**config.mk**
```make
export PLATFORM = sky130hd
export DESIGN_NAME = dom_indep_mul_gf2n_hs_flat
export DESIGN_NICKNAME = d
export VERILOG_FILES = /design/src/rtl/dom_indep_mul_gf2n_hs_if.sv /design/src/rtl/dom_indep_mul_gf2n_hs.sv /design/src/flat_wrapper.sv
export SDC_FILE = /design/constraint.sdc
export NUM_CORES = 1
export LEC_CHECK = 0
export CORE_ASPECT_RATIO = 1.1
export CORE_MARGIN = 5
export CORE_UTILIZATION = 45
export DETAILED_ROUTE_END_ITERATION = 8
export PLACE_DENSITY_LB_ADDON = 0.2
export RECOVER_POWER = 100
export SLEW_MARGIN = 25
export SYNTH_ARGS = -nofsm -noshare
export SYNTH_HDL_FRONTEND = slang
export SYNTH_SLANG_ARGS = --single-unit
```
**constraint.sdc**
```tcl
create_clock -name ClkxCI -period 1.6 [get_ports ClkxCI]
set_input_delay 0.48 -clock ClkxCI [delete_from_list [all_inputs] [get_ports ClkxCI]]
set_output_delay 0.48 -clock ClkxCI [all_outputs]
set_load 0.01 [all_outputs]
```
**src/rtl/dom_indep_mul_gf2n_hs_if.sv**
```systemverilog
// dom_indep_mul_gf2n_hs_if: operand, randomness and result handshakes of the masked GF(2^N) multiplier
interface dom_indep_mul_gf2n_hs_if #(
   parameter int N      = 4,
   parameter int SHARES = 2
);
   localparam int NZ = N * SHARES * (SHARES - 1) / 2;
   logic                  InValidxSI;
   logic                  InReadyxSO;
   logic [N*SHARES-1:0]   XxDI;
   logic [N*SHARES-1:0]   YxDI;
   logic                  ZValidxSI;
   logic [NZ-1:0]         ZxDI;
   logic                  ZReadyxSO;
   logic                  OutValidxSO;
   logic                  OutReadyxSI;
   logic [N*SHARES-1:0]   QxDO;
   modport master (
      output InValidxSI, XxDI, YxDI, ZValidxSI, ZxDI, OutReadyxSI,
      input  InReadyxSO, ZReadyxSO, OutValidxSO, QxDO
   );
   modport slave (
      input  InValidxSI, XxDI, YxDI, ZValidxSI, ZxDI, OutReadyxSI,
      output InReadyxSO, ZReadyxSO, OutValidxSO, QxDO
   );
endinterface

```
**src/rtl/dom_indep_mul_gf2n_hs.sv**
```systemverilog
// dom_indep_mul_gf2n_hs: DOM-indep masked GF(2^N) multiplier, any share count, valid/ready flow control
module dom_indep_mul_gf2n_hs #(
   parameter int         N         = 4,
   parameter logic [N:0] POLY      = 5'h13,
   parameter int         SHARES    = 2,
   parameter bit         PIPELINED = 1
) (
   input logic                   ClkxCI,
   input logic                   RstxSI,
   dom_indep_mul_gf2n_hs_if.slave bus
);
   function automatic logic [N-1:0] gf_mul(input logic [N-1:0] a, input logic [N-1:0] b);
      logic [N-1:0] acc;
      logic [N-1:0] sh;
      acc = '0;
      sh  = a;
      for (int k = 0; k < N; k++) begin
         if (b[k]) acc = acc ^ sh;
         sh = sh[N-1] ? ({sh[N-2:0], 1'b0} ^ POLY[N-1:0]) : {sh[N-2:0], 1'b0};
      end
      return acc;
   endfunction

   function automatic int pair_idx(input int lo, input int hi);
      return lo * SHARES - lo * (lo + 1) / 2 + hi - lo - 1;
   endfunction

   logic [N-1:0]        term [SHARES][SHARES];
   logic [N-1:0]        r1   [SHARES][SHARES];
   logic [N*SHARES-1:0] q1;
   logic                v1;
   logic                adv1;
   logic                in_ready;
   logic                fire;

   assign in_ready       = ~v1 | adv1;
   assign fire           = bus.InValidxSI & bus.ZValidxSI & in_ready & ~RstxSI;
   assign bus.InReadyxSO = in_ready;
   assign bus.ZReadyxSO  = fire;

   // share products; cross terms are masked by their pair's fresh Z before being registered
   always_comb begin
      for (int i = 0; i < SHARES; i++) begin
         for (int j = 0; j < SHARES; j++) begin
            term[i][j] = gf_mul(bus.XxDI[i*N +: N], bus.YxDI[j*N +: N]);
            if (i < j) term[i][j] = term[i][j] ^ bus.ZxDI[pair_idx(i, j)*N +: N];
            if (i > j) term[i][j] = term[i][j] ^ bus.ZxDI[pair_idx(j, i)*N +: N];
         end
      end
   end

   // resharing register: every inner and cross term held separately, loaded only on fire
   always_ff @(posedge ClkxCI) begin
      if (RstxSI) begin
         v1 <= 1'b0;
         for (int i = 0; i < SHARES; i++)
            for (int j = 0; j < SHARES; j++)
               r1[i][j] <= '0;
      end else begin
         v1 <= fire | (v1 & ~adv1);
         if (fire)
            for (int i = 0; i < SHARES; i++)
               for (int j = 0; j < SHARES; j++)
                  r1[i][j] <= term[i][j];
      end
   end

   // domain compression after the register: Q_i = I_i ^ XOR of row i's cross terms
   always_comb begin
      q1 = '0;
      for (int i = 0; i < SHARES; i++)
         for (int j = 0; j < SHARES; j++)
            q1[i*N +: N] = q1[i*N +: N] ^ r1[i][j];
   end

   generate
      if (PIPELINED) begin : g_pipe
         logic                v2;
         logic                ld2;
         logic [N*SHARES-1:0] q2;
         assign ld2             = v1 & (~v2 | bus.OutReadyxSI);
         assign adv1            = ld2;
         assign bus.OutValidxSO = v2;
         assign bus.QxDO        = q2;
         // output register: refills in the same cycle its content is taken downstream
         always_ff @(posedge ClkxCI) begin
            if (RstxSI) begin
               v2 <= 1'b0;
               q2 <= '0;
            end else begin
               v2 <= ld2 | (v2 & ~bus.OutReadyxSI);
               if (ld2) q2 <= q1;
            end
         end
      end else begin : g_comb
         assign adv1            = v1 & bus.OutReadyxSI;
         assign bus.OutValidxSO = v1;
         assign bus.QxDO        = q1;
      end
   endgenerate
endmodule

```
**src/flat_wrapper.sv**
```systemverilog
// flat-port wrapper written by rule: the top's interface ports become plain ports
module dom_indep_mul_gf2n_hs_flat 
#(
   parameter int         N         = 4,
   parameter logic [N:0] POLY      = 5'h13,
   parameter int         SHARES    = 2,
   parameter bit         PIPELINED = 1
)
  (ClkxCI, RstxSI, bus_InValidxSI, bus_XxDI, bus_YxDI, bus_ZValidxSI, bus_ZxDI, bus_OutReadyxSI, bus_InReadyxSO, bus_ZReadyxSO, bus_OutValidxSO, bus_QxDO);
  dom_indep_mul_gf2n_hs_if #(.N(N), .SHARES(SHARES)) bus_i ();
  input logic ClkxCI;
  input logic RstxSI;
  input wire logic [$bits(bus_i.InValidxSI)-1:0] bus_InValidxSI;
  input wire logic [$bits(bus_i.XxDI)-1:0] bus_XxDI;
  input wire logic [$bits(bus_i.YxDI)-1:0] bus_YxDI;
  input wire logic [$bits(bus_i.ZValidxSI)-1:0] bus_ZValidxSI;
  input wire logic [$bits(bus_i.ZxDI)-1:0] bus_ZxDI;
  input wire logic [$bits(bus_i.OutReadyxSI)-1:0] bus_OutReadyxSI;
  output wire logic [$bits(bus_i.InReadyxSO)-1:0] bus_InReadyxSO;
  output wire logic [$bits(bus_i.ZReadyxSO)-1:0] bus_ZReadyxSO;
  output wire logic [$bits(bus_i.OutValidxSO)-1:0] bus_OutValidxSO;
  output wire logic [$bits(bus_i.QxDO)-1:0] bus_QxDO;
  assign bus_i.InValidxSI = bus_InValidxSI;
  assign bus_i.XxDI = bus_XxDI;
  assign bus_i.YxDI = bus_YxDI;
  assign bus_i.ZValidxSI = bus_ZValidxSI;
  assign bus_i.ZxDI = bus_ZxDI;
  assign bus_i.OutReadyxSI = bus_OutReadyxSI;
  assign bus_InReadyxSO = bus_i.InReadyxSO;
  assign bus_ZReadyxSO = bus_i.ZReadyxSO;
  assign bus_OutValidxSO = bus_i.OutValidxSO;
  assign bus_QxDO = bus_i.QxDO;
  dom_indep_mul_gf2n_hs #(.N(N), .POLY(POLY), .SHARES(SHARES), .PIPELINED(PIPELINED)) u_core (.ClkxCI(ClkxCI), .RstxSI(RstxSI), .bus(bus_i));
endmodule
```
; ---- Word level (Yosys, flattened, before mapping)
; Memory sizes are Yosys's and may differ from the RTL's.
; Cells that the tools add are included.
; W data, S select, Z words.
[classes]
muxes = 31
bitwise = 41
[op_table]
columns = cell, count
row1 = $mux W4, 20
row2 = $xor A4 B4 Y4, 16
row3 = $mux W2, 6
row4 = $not A2 Y2, 6
row5 = $or A1 B1 Y1, 8
row6 = $and A1 B1 Y1, 6
row7 = $mux W1, 5
row8 = $not A1 Y1, 5
[word_totals]
output_inout_bits = 11
wordCells = 76
in_bits = 25
ff_bits = 10
memories = 1
mem_bits_rw = 16
[mem_list]
columns = memory, words, width, read_ports, rd_ports_with_merged_regs, wr, line_no
row1 = u_core.r1, 2, 8, 2, 0, 2, dom_indep_mul_gf2n_hs.sv:29  ; logic [N-1:0] r1 [SHARES][SHARES];

; ---- Longest topological paths before layout
; Gate-level depths: netlist of run 1.
[logic_depth]
depth_word = 10
ltp_mapped = 7
mapped_depth_nobuf = 5

; ---- Least setup slack after synthesis of run 1
; OpenSTA, ideal clock, no wires.
[synth_timing]
kind = input-to-output
start = input port bus_OutReadyxSI
end = output port bus_ZReadyxSO
n_path_buf = 1
slack_ns = -0.158
cell_stages = 5
t_arrival_ns = 1.278
cell_sequence = nor2b_1 -> nand2_1 -> nand2_1 -> buf_2 -> inv_1
[synth_via]
elab_chain_len = 5
[synth_lines]
columns = element, line_no
row1 = "start, declared", flat_wrapper.sv:18  ; input wire logic [$bits(bus_i.OutReadyxSI)-1:0] bus_OutReadyxSI;
row2 = $or A1 B1 Y1, dom_indep_mul_gf2n_hs.sv:81  ; assign ld2 = v1 & (~v2 | bus.OutReadyxSI);
row3 = $and A1 B1 Y1, dom_indep_mul_gf2n_hs.sv:81
row4 = $or A1 B1 Y1, dom_indep_mul_gf2n_hs.sv:36  ; assign in_ready = ~v1 | adv1;
row5 = via bus_InReadyxSO, flat_wrapper.sv:19  ; output wire logic [$bits(bus_i.InReadyxSO)-1:0] bus_InReadyxSO;
row6 = $and A1 B1 Y1 (2 in a row), dom_indep_mul_gf2n_hs.sv:37  ; assign fire = bus.InValidxSI & bus.ZValidxSI & in_ready & ~RstxSI;
row7 = "end, declared", flat_wrapper.sv:20  ; output wire logic [$bits(bus_i.ZReadyxSO)-1:0] bus_ZReadyxSO;
; The timed path passes the listed nets, and every way through them passes these cells.

; ---- Worst setup path in the final report of run 1
[layout_timing]
start = input port bus_ZValidxSI
end = output port bus_ZReadyxSO
[layout_via]
elab_chain_len = 3
[layout_lines]
columns = element, line_no
row1 = "start, declared", flat_wrapper.sv:16  ; input wire logic [$bits(bus_i.ZValidxSI)-1:0] bus_ZValidxSI;
row2 = $and A1 B1 Y1 (3 in a row), dom_indep_mul_gf2n_hs.sv:37
; Every way passes these cells.

==> results of run 1 <==
## cells in the mapped netlist (5+ instances only)
cell	number
buf_4	6
buf_6	6
edfxtp_1	16
a21oi_1	6
buf_2	7
mux2i_1	5
nand2_1	51
xnor2_1	45
xor2_1	12
dfxtp_1	10
a211oi_1	8
nor2_1	28
## state kept, by name (all words and copies together), names as in the netlist
name                    flops
u_core.bus.OutValidxSO      1
u_core.bus.QxDO             8
u_core.r1                  16
u_core.v1                   1
## cells by family (layout without fill, tap and decap cells)
logic type / after synthesis / in the layout / synth area share, %
and+or+nand+nor: 99 / 99 / 20.6
xor gates and xnor gates: 60 / 60 / 25.1
AOI/OAI and AO/OA: 32 / 32 / 11.4
DFF: 26 / 26 / 31.1
buffers and inverters: 25 / 90 / 8.35
muxes: 7 / 7 / 3.49
## layout by cell type, fill, tap and decap left out, types with 3 or more instances in the layout
master and n:
nand2_1 48, xnor2_1 44, buf_4 36, nor2_1 27, dlygate4sd2_1 16, edfxtp_1 16
buf_6 12, xor2_1 10, dfxtp_1 9, a211oi_1 8, mux2i_1 5, clkdlybuf4s15_1 5
clkbuf_2 5, nand2_2 4, a21oi_1 4, clkbuf_8 4, nor2b_1 3, a22oi_2 3
o21ai_1 3, nand3b_1 3, buf_2 3, clkdlybuf4s50_1 3
## tightest hold or removal path, stage by stage (launching register included)
cell and delay [ps]:
dfxtp_1 310, nor2_1 90, a211oi_1 50
## metrics by stage
step | hold slack (ps) | utilization, % | instance area (µm²) | TNS [ps]
after floorplan | 475 | - | 2200 | 0
after detailed placement | 490 | 59.2 | 2770 | -16360
after CTS | 499 | 62.5 | 2930 | -44.2
final | 495 | 62.8 | 2940 | 0
after global routing | 524 | 62.8 | 2940 | -26.9
after global placement | 486 | 59.2 | 2770 | -15960
## worst max-delay path by stage
stage                                      startpoint                       endpoint  cells past startpoint
floorplan                                 bus_YxDI[4]  u_core.r1[1][2]$_SDFFCE_PN0P_                      6
global placement                       bus_InValidxSI                  bus_ZReadyxSO                      6
detailed placement                      bus_ZValidxSI                  bus_ZReadyxSO                      6
CTS                                   bus_OutReadyxSI                  bus_ZReadyxSO                      6
global route        u_core.bus.OutValidxSO$_SDFF_PP0_                 bus_InReadyxSO                      4
finish                                  bus_ZValidxSI                  bus_ZReadyxSO                      6
## per-layer routing
metal | GRT usage, % | wire length [µm] | share of wire, %
met5 | 0 | 0 | 0
met4 | 4.45 | 57 | 1.3
met3 | 1.41 | 204 | 4.7
met2 | 24.5 | 2170 | 50
met1 | 16.5 | 1880 | 44
## final cells by class
| type | count | area (µm²) | area share (%) |
|---|---|---|---|
| multi-input combinational | 198 | 1420 | 48.1 |
| clock buffer | 4 | 55.1 | 1.87 |
| tap | 56 | 70.1 | 2.38 |
| timing repair buffer | 83 | 709 | 24.1 |
| inverter | 3 | 11.3 | 0.382 |
| sequential | 26 | 682 | 23.2 |
## report_power, final
| group | internal, mW | switching, mW |
|---|---|---|
| Combinational | 0.368 | 0.320 |
| Clock | 0.220 | 0.192 |
| Sequential | 0.769 | 0.0226 |
| Total | 1.36 | 0.535 |
## what timing repair did
action                                  4_1_cts  5_1_grt
cloned                                        2        0
hold buffers                                  0        0
pin swaps                                    17        7
setup buffers                                 3        1
endpoints found under the setup margin       43       15
resized for setup                            69       24
==> flow_results.xml, run 1 <==
<?xml version="1.0" encoding="UTF-8"?>
<metrics>
  <group name="outcome">
    <metric name="run_status" unit="">complete, no violations</metric>
  </group>
  <group name="worst_setup_path">
    <metric name="cp-end-kind" unit="">output port</metric>
    <metric name="setup.worst_path.start_class" unit="">input port</metric>
    <metric name="worst_path_largest_cell_delay" unit="ps">200</metric>
    <metric name="buf_inv_stages_crit_path" unit="">3</metric>
    <metric name="worst_r2r_dst" unit="">u_core.r1[1][7]$_SDFFCE_PN0P_</metric>
    <metric name="ff2ff_path_depth" unit="">4</metric>
    <metric name="cp.arrival" unit="ps">1080</metric>
    <metric name="timing.critical_path.required" unit="ps">1120</metric>
    <metric name="crit_chain" unit="">clkdlybuf4s15_1, nand2_2, nor2_4, nand2_4, inv_2, buf_6</metric>
    <metric name="crit_path_top_delay_cell" unit="">clkdlybuf4s15_1</metric>
    <metric name="rr_startpoint" unit="">u_core.bus.OutValidxSO$_SDFF_PP0_</metric>
    <metric name="critical_path.max_fanout" unit="">2</metric>
    <metric name="internal_reg_to_reg_setup_slack" unit="ps">230</metric>
    <metric name="criticalPathCategory" unit="">input port to output port</metric>
    <metric name="critical_path.top_delay_family" unit="">buffers and inverters</metric>
  </group>
  <group name="clocking">
    <metric name="numCtsBuffers" unit="">3</metric>
    <metric name="cts_max_level" unit="">1</metric>
    <metric name="clk_latency" unit="ps">270</metric>
    <metric name="cts_num_sinks" unit="">26</metric>
    <metric name="cts.reportedPaths.clkPinSlew" unit="ps">90</metric>
    <metric name="cts_buffer_depth" unit="">2</metric>
    <metric name="tritoncts" unit="">built</metric>
    <metric name="clockRootBuffer" unit="">clkbuf_8</metric>
  </group>
  <group name="worst_hold_path">
    <metric name="hold_start" unit="">u_core.bus.QxDO[1]$_SDFFE_PP0P_</metric>
    <metric name="hold_path_stages" unit="">2</metric>
    <metric name="min_delay_worst_endpoint" unit="">u_core.bus.QxDO[1]$_SDFFE_PP0P_</metric>
    <metric name="hp-class" unit="">flop to flop</metric>
  </group>
  <group name="power_and_ir_drop">
    <metric name="cellPowerDensity" unit="mW/mm²">642</metric>
    <metric name="leakagePower" unit="nW">1.22</metric>
    <metric name="vdd_drop_max" unit="µV">281</metric>
    <metric name="total_power" unit="mW">1.89</metric>
  </group>
  <group name="placed_design">
    <metric name="placedCellCount" unit="">360</metric>
    <metric name="port_buffers" unit="">35</metric>
    <metric name="globalplace.congestion" unit="">0.834</metric>
    <metric name="place_hpwl" unit="µm">3400</metric>
    <metric name="dp_worst_setup_slack" unit="ps">-706</metric>
  </group>
  <group name="routing">
    <metric name="avgViaCountPerCell" unit="">4.86</metric>
    <metric name="drcViolationCount" unit="">0</metric>
    <metric name="antenna_violating_nets_post_route" unit="">0</metric>
    <metric name="num_vias" unit="">1800</metric>
    <metric name="detailedRoute.firstPassIterationCount" unit="">4</metric>
    <metric name="dr.first_iter.drc_count" unit="">67</metric>
    <metric name="route.final.wire_length" unit="µm">4310</metric>
    <metric name="post_drt_wl_per_cell" unit="µm">11.6</metric>
  </group>
  <group name="cells_and_area">
    <metric name="drive_gt1_share" unit="%">29.6</metric>
    <metric name="layout.filler_cells" unit="">401</metric>
    <metric name="nets" unit="">340</metric>
    <metric name="n_antenna_cell" unit="">0</metric>
    <metric name="area_growth_syn_to_layout" unit="%">34.6</metric>
    <metric name="number_of_standard_cells_in_the_final_layout_excluding_fillers" unit="">370</metric>
  </group>
  <group name="timing">
    <metric name="fin_crit_sh" unit="%">97.5</metric>
    <metric name="setup-violations-final" unit="">0</metric>
    <metric name="final.setup.worst_slack" unit="ps">40.3</metric>
    <metric name="clock-skew-final" unit="ps">4.42</metric>
    <metric name="worst_pin_slew" unit="ps">377</metric>
    <metric name="hold_viol_final" unit="">0</metric>
    <metric name="max_slew_margin" unit="%">74.9</metric>
    <metric name="fin_crit" unit="ps">1560</metric>
    <metric name="fmaxAchievable" unit="MHz">641</metric>
    <metric name="slew_viol_final" unit="">0</metric>
  </group>
  <group name="job">
    <metric name="maxCapViolations" unit="">0</metric>
  </group>
  <group name="global_route">
    <metric name="grt_max_degree" unit="">17</metric>
    <metric name="vias_in_the_first_global_route" unit="">1688</metric>
    <metric name="gr-usage-all-layers" unit="%">13.5</metric>
    <metric name="grt_antenna_before_repair" unit="">0</metric>
    <metric name="grt.overflow.total" unit="">0</metric>
    <metric name="grt_pass1_wl" unit="µm">7330</metric>
  </group>
  <group name="die">
    <metric name="die_h" unit="µm">83.1</metric>
    <metric name="initial_utilization" unit="%">46.7</metric>
    <metric name="die_width" unit="µm">76.5</metric>
    <metric name="dieArea" unit="mm²">0.00636</metric>
    <metric name="boundaryPins" unit="">36</metric>
    <metric name="placementRows" unit="">26</metric>
    <metric name="core_area" unit="mm²">0.00468</metric>
  </group>
  <group name="logic_synthesis">
    <metric name="netlist.top_cell.by_area" unit="">edfxtp_1</metric>
    <metric name="synth_edf_count" unit="">16</metric>
    <metric name="ys.flop_type" unit="">edfxtp_1</metric>
    <metric name="synth.lib_cells_used.distinct" unit="">41</metric>
    <metric name="post_synthesis_sequential_area_ratio" unit="%">31.1</metric>
    <metric name="postSynthNetCount" unit="">274</metric>
    <metric name="synth.ff_latch_count" unit="">26</metric>
    <metric name="netlist.area_leader.share" unit="%">22.0</metric>
    <metric name="synth_area_leaders" unit="">edfxtp_1 (22%), xnor2_1 (18%), dfxtp_1 (9.2%), nand2_1 (8.8%), nor2_1 (4.8%)</metric>
    <metric name="post_syn_area_per_cell" unit="µm²">8.78</metric>
    <metric name="synth-warning-count" unit="">0</metric>
    <metric name="synth.cell_area" unit="mm²">0.00219</metric>
    <metric name="async_reset_ff_share" unit="%">0</metric>
    <metric name="synthCells" unit="">249</metric>
  </group>
</metrics>
Power figures use the tool's default switching activity.
==> run 2, diff against run 1 <==
--- a/config.mk
+++ b/config.mk
@@ -15,3 +15,4 @@
 export SYNTH_ARGS = -nofsm -noshare
 export SYNTH_HDL_FRONTEND = slang
 export SYNTH_SLANG_ARGS = --single-unit
+export TNS_END_PERCENT = 20
==> flow_results.xml, run 2 (synthesis results as in run 1) <==
<?xml version="1.0" encoding="UTF-8"?>
<metrics>
  <group name="outcome">
    <metric name="run_status" unit="">complete, no violations</metric>
  </group>
  <group name="die">
    <metric name="placementRows" unit="">26</metric>
    <metric name="core_area" unit="mm²">0.00468</metric>
    <metric name="die_h" unit="µm">83.1</metric>
    <metric name="initial_utilization" unit="%">46.7</metric>
    <metric name="die_width" unit="µm">76.5</metric>
    <metric name="boundaryPins" unit="">36</metric>
    <metric name="dieArea" unit="mm²">0.00636</metric>
  </group>
  <group name="clocking">
    <metric name="clockRootBuffer" unit="">clkbuf_8</metric>
    <metric name="cts_max_level" unit="">1</metric>
    <metric name="cts_buffer_depth" unit="">2</metric>
    <metric name="clk_latency" unit="ps">270</metric>
    <metric name="cts.reportedPaths.clkPinSlew" unit="ps">90</metric>
    <metric name="cts_num_sinks" unit="">26</metric>
    <metric name="post_cts_hold_buffer_count" unit="">0</metric>
    <metric name="tritoncts" unit="">built</metric>
    <metric name="numCtsBuffers" unit="">3</metric>
  </group>
  <group name="worst_hold_path">
    <metric name="hold_path_stages" unit="">2</metric>
    <metric name="hp-class" unit="">flop to flop</metric>
  </group>
  <group name="worst_setup_path">
    <metric name="ff2ff_path_depth" unit="">4</metric>
    <metric name="timing.critical_path.required" unit="ps">1120</metric>
    <metric name="criticalPathCategory" unit="">input port to output port</metric>
    <metric name="critPathLaunch" unit="">bus_ZValidxSI</metric>
    <metric name="timing.critical_path.to" unit="">bus_ZReadyxSO</metric>
    <metric name="cp.arrival" unit="ps">1090</metric>
    <metric name="worst_path_largest_cell_delay" unit="ps">200</metric>
    <metric name="rr_startpoint" unit="">u_core.bus.OutValidxSO$_SDFF_PP0_</metric>
    <metric name="buf_inv_stages_crit_path" unit="">3</metric>
    <metric name="setup.worst_path.start_class" unit="">input port</metric>
    <metric name="crit_path_top_delay_cell" unit="">clkdlybuf4s15_1</metric>
    <metric name="critical_path.top_delay_family" unit="">buffers and inverters</metric>
    <metric name="worst-path-stages" unit="">6</metric>
    <metric name="critical_path.max_fanout" unit="">2</metric>
    <metric name="worst_r2r_dst" unit="">u_core.r1[1][7]$_SDFFCE_PN0P_</metric>
    <metric name="internal_reg_to_reg_setup_slack" unit="ps">220</metric>
    <metric name="cp-end-kind" unit="">output port</metric>
    <metric name="crit_chain" unit="">clkdlybuf4s15_1, nand2_2, nor2_4, nand2_4, inv_2, buf_2</metric>
  </group>
  <group name="global_route">
    <metric name="grt_max_degree" unit="">17</metric>
    <metric name="grt_pass1_wl" unit="µm">7330</metric>
    <metric name="vias_in_the_first_global_route" unit="">1688</metric>
    <metric name="grt.overflow.total" unit="">0</metric>
    <metric name="grt_antenna_before_repair" unit="">0</metric>
    <metric name="gr-usage-all-layers" unit="%">13.5</metric>
  </group>
  <group name="cells_and_area">
    <metric name="layout.filler_cells" unit="">407</metric>
    <metric name="layout.cells.most_common_list" unit="">nand2_1 (48), xnor2_1 (44), buf_4 (36)</metric>
    <metric name="post_layout_instance_area" unit="mm²">0.00294</metric>
    <metric name="layout.cells.most_common" unit="">nand2_1</metric>
    <metric name="largest_register_ffs" unit="">16</metric>
    <metric name="multi_input_area" unit="mm²">0.00142</metric>
    <metric name="number_of_standard_cells_in_the_final_layout_excluding_fillers" unit="">369</metric>
    <metric name="area_growth_syn_to_layout" unit="%">34.3</metric>
    <metric name="nets" unit="">339</metric>
    <metric name="ff_latch_area" unit="µm²">681</metric>
    <metric name="largest_register" unit="">u_core.r1</metric>
    <metric name="n_antenna_cell" unit="">0</metric>
    <metric name="drive_gt1_share" unit="%">28.8</metric>
  </group>
  <group name="placed_design">
    <metric name="dp_worst_setup_slack" unit="ps">-706</metric>
    <metric name="port_buffers" unit="">35</metric>
    <metric name="placedCellCount" unit="">360</metric>
    <metric name="place_hpwl" unit="µm">3400</metric>
    <metric name="globalplace.congestion" unit="">0.834</metric>
    <metric name="placed_cell_area" unit="mm²">0.00277</metric>
  </group>
  <group name="power_and_ir_drop">
    <metric name="p_comb_share" unit="%">36.3</metric>
    <metric name="power.share.clock" unit="%">21.8</metric>
    <metric name="switching_power" unit="mW">0.535</metric>
    <metric name="switching_share" unit="%">28.3</metric>
    <metric name="power_frac_seq" unit="%">41.9</metric>
    <metric name="cellPowerDensity" unit="mW/mm²">643</metric>
    <metric name="cellInternalPower" unit="mW">1.36</metric>
    <metric name="vdd_drop_max" unit="µV">281</metric>
    <metric name="leakagePower" unit="nW">1.22</metric>
  </group>
  <group name="routing">
    <metric name="detailedRoute.firstPassIterationCount" unit="">4</metric>
    <metric name="route.final.wire_length" unit="µm">4330</metric>
    <metric name="avgViaCountPerCell" unit="">4.86</metric>
    <metric name="num_vias" unit="">1792</metric>
    <metric name="antenna_violating_nets_post_route" unit="">0</metric>
    <metric name="post_drt_wl_per_cell" unit="µm">11.7</metric>
    <metric name="drcViolationCount" unit="">0</metric>
    <metric name="dr.first_iter.drc_count" unit="">62</metric>
  </group>
  <group name="timing">
    <metric name="max_slew_margin" unit="%">74.8</metric>
    <metric name="fmaxAchievable" unit="MHz">635</metric>
    <metric name="final.setup.worst_slack" unit="ps">26.1</metric>
    <metric name="clock-skew-final" unit="ps">4.53</metric>
    <metric name="hold_ws" unit="ps">495</metric>
    <metric name="unrepaired_setup_endpoints_after_global_routing" unit="">true</metric>
    <metric name="worst_pin_slew" unit="ps">378</metric>
    <metric name="slew_viol_final" unit="">0</metric>
    <metric name="setup-violations-final" unit="">0</metric>
    <metric name="fin_crit_sh" unit="%">98.4</metric>
    <metric name="fin_crit" unit="ps">1570</metric>
    <metric name="setup-tns-final" unit="ps">0</metric>
    <metric name="hold_viol_final" unit="">0</metric>
  </group>
  <group name="job">
    <metric name="maxCapViolations" unit="">0</metric>
  </group>
</metrics>
## run 2: power by group through the flow
stage	Clock, mW	Sequential (mW)	Combinational [mW]
3_5_place_dp	0	0.809	0.673
6_report	0.412	0.791	0.687
3_3_place_gp	0	0.806	0.665
4_1_cts	0.422	0.793	0.687
2_1_floorplan	0	0.810	0.463
5_1_grt	0.447	0.797	0.753
## run 2: final cells by class
type | count | area share (%)
inverters | 3 | 0.383
multi-input cells | 198 | 48.2
well taps | 56 | 2.39
repair buffers | 82 | 24.0
clock buffers | 4 | 1.87
flip-flops and latches | 26 | 23.2
## run 2: tightest hold or removal path: stages, from the launching register on
cell and delay (ps):
dfxtp_1 310, nor2_1 90, a211oi_1 50
## run 2: layer usage
| metal | wire [µm] | up-vias | track usage (%) |
|---|---|---|---|
| met5 | 0 | - | 0 |
| met3 | 183 | 6 | 1.41 |
| met2 | 2190 | 34 | 24.5 |
| met1 | 1900 | 804 | 16.5 |
| met4 | 57 | 0 | 4.45 |
| li1 | - | 948 | - |
## run 2: metrics by stage
stage | utilization (%) | power, mW
4_1_cts | 62.5 | 1.90
3_3_place_gp | 59.2 | 1.47
3_5_place_dp | 59.2 | 1.48
6_report | 62.7 | 1.89
2_1_floorplan | - | 1.27
5_1_grt | 62.7 | 2.00
## run 2: worst min-delay path by stage
stage               slack (ps)                             from                                end
CTS                        500  u_core.bus.QxDO[3]$_SDFFE_PP0P_    u_core.bus.QxDO[3]$_SDFFE_PP0P_
detailed placement         490  u_core.bus.QxDO[3]$_SDFFE_PP0P_    u_core.bus.QxDO[3]$_SDFFE_PP0P_
floorplan                  480             u_core.v1$_SDFF_PP0_  u_core.bus.OutValidxSO$_SDFF_PP0_
global placement           490             u_core.v1$_SDFF_PP0_  u_core.bus.OutValidxSO$_SDFF_PP0_
global route               520  u_core.bus.QxDO[3]$_SDFFE_PP0P_    u_core.bus.QxDO[3]$_SDFFE_PP0P_
finish                     490  u_core.bus.QxDO[1]$_SDFFE_PP0P_    u_core.bus.QxDO[1]$_SDFFE_PP0P_
## run 2: timing repair
item,4_1_cts,5_1_grt
endpoints found under the setup margin,43,16
gates cloned,2,0
gates resized for setup,68,18
buffers inserted,3,0
pin swaps,17,8
